**config.mk**
```make
export PLATFORM = sky130hd
export DESIGN_NAME = result_log
export DESIGN_NICKNAME = d
export VERILOG_FILES = /design/src/rtl/result_log_pkg.sv /design/src/rtl/result_log_bin2bcd_seq.sv /design/src/rtl/result_log.sv
export SDC_FILE = /design/constraint.sdc
export NUM_CORES = 1
export LEC_CHECK = 0
export CORE_MARGIN = 8
export CORE_UTILIZATION = 30
export CTS_BUF_LIST = sky130_fd_sc_hd__clkbuf_16
export DETAILED_ROUTE_END_ITERATION = 6
export GPL_TIMING_DRIVEN = 0
export PLACE_DENSITY = 0.58
export RECOVER_POWER = 100
export SETUP_SLACK_MARGIN = 0.2
export SYNTH_ARGS = -nofsm -noshare
export SYNTH_HDL_FRONTEND = slang
export SYNTH_HIERARCHICAL = 1
export SYNTH_SLANG_ARGS = --single-unit
```
**constraint.sdc**
```tcl
create_clock -name Clock -period 3 [get_ports Clock]
set_input_delay 0.3 -clock Clock [delete_from_list [all_inputs] [get_ports Clock]]
set_output_delay 0.3 -clock Clock [all_outputs]
set_load 0.01 [all_outputs]
```
**src/rtl/result_log_pkg.sv**
```systemverilog
// Shared types and widths for the result history and BCD display slice.
package result_log_pkg;

    typedef enum logic [0:0] {
        IDLE  = 1'b0,
        SHIFT = 1'b1
    } cvt_state_e;

    localparam int BCD_W     = 12;
    localparam int DATA_W    = 8;
    localparam int DEPTH_DEF = 4;

endpackage

```
**src/rtl/result_log_bin2bcd_seq.sv**
```systemverilog
// Sequential double-dabble: 8-bit binary to 3-digit BCD, one bit per cycle.
module bin2bcd_seq
    import result_log_pkg::*;
(
    input  logic              Clock,
    input  logic              Reset,
    input  logic              Start,
    input  logic [DATA_W-1:0] Bin,
    output logic [BCD_W-1:0]  Bcd,
    output logic              Done
);

    localparam int SW = BCD_W + DATA_W;

    cvt_state_e       r_state;
    logic [2:0]       r_cnt;
    logic [SW-1:0]    r_sh;
    logic [BCD_W-1:0] r_bcd;
    logic             r_done;
    logic [SW-1:0]    w_adj;
    logic [SW-1:0]    w_shf;

    always_comb begin
        w_adj = r_sh;
        for (int i = 0; i < BCD_W / 4; i++) begin
            if (r_sh[DATA_W + 4 * i +: 4] >= 4'd5)
                w_adj[DATA_W + 4 * i +: 4] = r_sh[DATA_W + 4 * i +: 4] + 4'd3;
        end
        w_shf = {w_adj[SW-2:0], 1'b0};
    end

    // Start wins over an in-flight shift so a new value restarts cleanly.
    always_ff @(posedge Clock or posedge Reset) begin
        if (Reset) begin
            r_state <= IDLE;
            r_cnt   <= '0;
            r_sh    <= '0;
            r_bcd   <= '0;
            r_done  <= 1'b1;
        end else if (Start) begin
            r_state <= SHIFT;
            r_cnt   <= '0;
            r_sh    <= {{BCD_W{1'b0}}, Bin};
            r_done  <= 1'b0;
        end else if (r_state == SHIFT) begin
            r_sh  <= w_shf;
            r_cnt <= r_cnt + 3'd1;
            if (r_cnt == 3'd7) begin
                r_bcd   <= w_shf[SW-1:DATA_W];
                r_done  <= 1'b1;
                r_state <= IDLE;
            end
        end
    end

    assign Bcd  = r_bcd;
    assign Done = r_done;

endmodule

```
**src/rtl/result_log.sv**
```systemverilog
// Circular history of evaluator results with browse key and BCD display.
module result_log
    import result_log_pkg::*;
#(
    parameter int DEPTH = DEPTH_DEF
) (
    input  logic                     Clock,
    input  logic                     Reset,
    input  logic [DATA_W-1:0]        DataResult,
    input  logic                     ResultValid,
    input  logic                     Next,
    input  logic                     Clear,
    output logic [DATA_W-1:0]        DispValue,
    output logic [$clog2(DEPTH)-1:0] DispIndex,
    output logic [$clog2(DEPTH):0]   Count,
    output logic [BCD_W-1:0]         Bcd,
    output logic                     BcdValid,
    output logic                     NewResult
);

    localparam int AW = $clog2(DEPTH);
    localparam int CW = AW + 1;
    localparam logic [CW-1:0] FULL = CW'(DEPTH);

    logic [DATA_W-1:0] r_buf [DEPTH];
    logic [AW-1:0]     r_wr_ptr;
    logic [AW-1:0]     r_off;
    logic [CW-1:0]     r_count;
    logic [DATA_W-1:0] r_disp;
    logic              r_valid_d;
    logic              r_next_d;
    logic              r_new;

    logic              w_cap;
    logic              w_browse;
    logic              w_start;
    logic [AW-1:0]     w_off_nxt;
    logic [AW-1:0]     w_rd_idx;
    logic [DATA_W-1:0] w_disp_nxt;

    // Clear > capture > browse; the three qualifiers are mutually exclusive.
    assign w_cap    = ResultValid & ~r_valid_d & ~Clear;
    assign w_browse = Next & ~r_next_d & (r_count != '0) & ~w_cap & ~Clear;
    assign w_start  = Clear | w_cap | w_browse;

    assign w_off_nxt = ({1'b0, r_off} == r_count - CW'(1)) ? '0 : r_off + AW'(1);
    assign w_rd_idx  = r_wr_ptr - AW'(1) - w_off_nxt;

    always_comb begin
        w_disp_nxt = r_disp;
        unique case (1'b1)
            Clear:    w_disp_nxt = '0;
            w_cap:    w_disp_nxt = DataResult;
            w_browse: w_disp_nxt = r_buf[w_rd_idx];
            default:  w_disp_nxt = r_disp;
        endcase
    end

    always_ff @(posedge Clock) begin
        if (w_cap)
            r_buf[r_wr_ptr] <= DataResult;
    end

    always_ff @(posedge Clock or posedge Reset) begin
        if (Reset) begin
            r_wr_ptr  <= '0;
            r_off     <= '0;
            r_count   <= '0;
            r_disp    <= '0;
            r_valid_d <= 1'b0;
            r_next_d  <= 1'b0;
            r_new     <= 1'b0;
        end else begin
            r_valid_d <= ResultValid;
            r_next_d  <= Next;
            r_new     <= w_cap;
            r_disp    <= w_disp_nxt;
            if (Clear) begin
                r_wr_ptr <= '0;
                r_off    <= '0;
                r_count  <= '0;
            end else if (w_cap) begin
                r_wr_ptr <= r_wr_ptr + AW'(1);
                r_off    <= '0;
                if (r_count != FULL)
                    r_count <= r_count + CW'(1);
            end else if (w_browse) begin
                r_off <= w_off_nxt;
            end
        end
    end

    bin2bcd_seq u_bcd (
        .Clock (Clock),
        .Reset (Reset),
        .Start (w_start),
        .Bin   (w_disp_nxt),
        .Bcd   (Bcd),
        .Done  (BcdValid)
    );

    assign DispValue = r_disp;
    assign DispIndex = r_off;
    assign Count     = r_count;
    assign NewResult = r_new;

endmodule

```
==> qor.yml <==
start_kind: "flip-flop"
clk_transition_reported_paths_ns: 0.07
grt.total_usage_pct: 11.5
gp_congestion: 0.860
clk_latency_ns: 0.35
worst_pin_slew_ns: 1.44
power_uw: 2670
max_stage_delay_ns: 0.43
syn_avg_cell_area_um2: 11.3
yosysSeqAreaShare_pct: 55.4
slew_violations: 0
synthArstFlopShare_pct: 63.2
fmax_mhz: 354
dpl-instance-area_um2: 4860
rsz0062_at_grt: "yes"
vias: 3035
yosysTopAreaCell: "dfrtp_1"
num_antenna_cells: 0
finalSetupViolCount: 0
fin_crit_sh_pct: 94.1
ios: 40
antenna_found_initial: 0
dp_hpwl_um: 6880
synth_area_um2: 4220
overflow: 0
hp-class: "flip-flop to flip-flop"
arrival_ns: 3.09
cp_max_fo: 7
numPortBuffers: 38
syn2layout_area_growth_pct: 25.8
vdd_drop_max_uv: 289
die_y_um: 135
drive_above_1_share_pct: 16.0
synth_flop_cell: "dfrtp_1"
clkSinkCount: 87
fin_area_um2: 5320
path_cells: "inv_4, ha_4, xor2_1, nand3_1, nand2_2, ha_4, xnor2_4, and2_1, a32o_2, buf_6, or4_4, a311oi_4, nand2_1, o21ai_1"
synth_most_common_cell: "dfrtp_1"
crit_type: "flip-flop to flip-flop"
ant_nets: 0
crit_required_ns: 3.27
num_rows: 43
yosysTopAreaCellShare_pct: 32.0
drc_errors: 0
skew_ns: 0.00881
status: "complete, no violations"
yosysWarnings: 6
powerDensity_nw_per_um2: 502
htree_num_levels: 3
drt_iter0_markers: 170
fin_util_pct: 38.4
synth_edf_count: 32
core_um2: 13800
die_area_um2: 18100
yosys-top-cells-count: "dfrtp_1 (54), edfxtp_1 (32), nor2_1 (29), nand2_1 (28), mux2i_1 (27)"
max_cap_violations: 0
viasPerCell: 4.92
p_leak_uw: 0.00216
cts_buffer_depth: 2
grt_max_degree: 38
cpMaxStageDelayCell: "dfrtp_2"
endpoint_kind: "flip-flop"
min_period_ns: 2.82
ys_ff_latch: 87
hold_slack_ns: 0.470
start_util_pct: 30.5
synth_fp_nets: 402
syn_inst: 373
synthDistinctLibCells: 49
routed_wl_um: 9880
synthTopCellsByArea: "dfrtp_1 (32%), edfxtp_1 (23%), mux2i_1 (6.4%)"
finalHoldViolations: 0
cts_root_buffer: "clkbuf_16"
dr.pass1.iters: 4
ctsHoldBuffers: 0
nets: 461
grt_pass1_vias: 3246
wl_per_cell_um: 16.0
dieWidth_um: 135
grt_pass1_wl_um: 16600
tritoncts: "built"
path_common_cell: "ha_4"
numCtsBuffers: 9
slew_headroom_pct: 4.18
state kept, by name, summed over array words and instances (netlist names):
name / flops
r_valid_d: 1
r_next_d: 1
u_bcd/r_cnt: 3
r_wr_ptr: 2
u_bcd/Done: 1
DispValue: 8
u_bcd/r_sh: 20
NewResult: 1
u_bcd/Bcd: 12
u_bcd/r_state: 1
r_buf: 32
Count: 3
DispIndex: 2
logic make-up after synthesis:
kind of cell | count (synthesis) | share of synthesized area, %
buffers and inverters | 38 | 4.35
AOI/OAI and AO/OA | 81 | 12.6
adders and majority gates | 16 | 4.74
xor gates and xnor gates | 9 | 2.04
and+or+nand+nor | 114 | 14.3
DFF | 87 | 55.4
muxes | 28 | 6.66
metal layers:
| metal | GRT usage, % | up-vias | routed length (um) |
|---|---|---|---|
| met1 | 13.5 | 1487 | 4400 |
| met4 | 4.74 | 0 | 197 |
| met2 | 19.1 | 74 | 4790 |
| li1 | - | 1454 | - |
| met5 | 0 | - | 0 |
| met3 | 3.53 | 20 | 483 |
stage by stage:
stage               cells  TNS [ns]  worst slack (ns)
floorplan             373         0             0.201
global placement      591   -0.0844           -0.0535
detailed placement    591    -0.180           -0.0563
CTS                   616         0             0.166
global route          617         0            0.0106
finish                617         0             0.176
layout make-up:
| type | count | area (um2) |
|---|---|---|
| timing repair buffer | 48 | 455 |
| fill | 1327 | 8510 |
| sequential | 87 | 2340 |
| buffer | 21 | 126 |
| inverter | 17 | 66.3 |
| clock inverter | 7 | 73.8 |
| multi-input combinational | 248 | 1800 |
| clock buffer | 9 | 225 |
| tap | 180 | 225 |
worst max-delay path: cells and delay by family, from the launching register on:
kind / cells / cell delay, ns
AO/OA/AOI/OAI: 3 / 0.59
XOR/XNOR: 2 / 0.29
adder cells (fa/ha/maj): 2 / 0.38
flip-flops: 1 / 0.43
buffers and inverters: 2 / 0.23
AND/OR/NAND/NOR: 5 / 0.84
final timing paths:
check	to	start	cells past startpoint	slack (ns)
setup / recovery	u_bcd/r_sh[7]	Count[0]	14	0.18
hold / removal	u_bcd/Bcd[0]	u_bcd/Bcd[0]	2	0.47
setup reg to reg	u_bcd/r_sh[7]	Count[0]	14	0.18
hold reg to reg	u_bcd/Bcd[0]	u_bcd/Bcd[0]	2	0.47
max in group asynchronous	u_bcd/Bcd[7]	Reset	2	1.28
min in group asynchronous	Count[2]	Reset	2	0.56
cell usage in the layout, fill, tap and decap left out, drive strengths merged:
cell type and count:
dfrtp 54, dlygate4sd3 38, o21ai 33, edfxtp 32
nand2 30, nor2 29, mux2i 27, a21oi 25
inv 21, buf 20, clkbuf 20, ha 16
nand3 10, nand2b 9, xnor2 8, a311oi 8
or4 8, nor2b 6, and2 5, nand3b 4
nor3 4, nor3b 4, o311ai 4, clkinv 3
o22ai 2, a31oi 2, a211oi 2, or2 2
xor2 1, mux2 1, a221oi 1, a32o 1
and4b 1, o21a 1, dfstp 1, or4b 1
nand4b 1, a21o 1, a22oi 1
report_power, final:
group,switching (uW),internal (uW)
sequential,24.8,1270
clock,525,589
combinational,147,116
total,697,1970
repair_timing:
| action | CTS | global route |
|---|---|---|
| buffers inserted | 9 | 1 |
| cloned | 0 | 0 |
| resized for setup | 14 | 11 |
| endpoints found under the hold margin | 0 | 0 |
| pin swaps | 18 | 4 |
| setup endpoints to repair | 16 | 25 |
(Power assumes the default switching activity.)
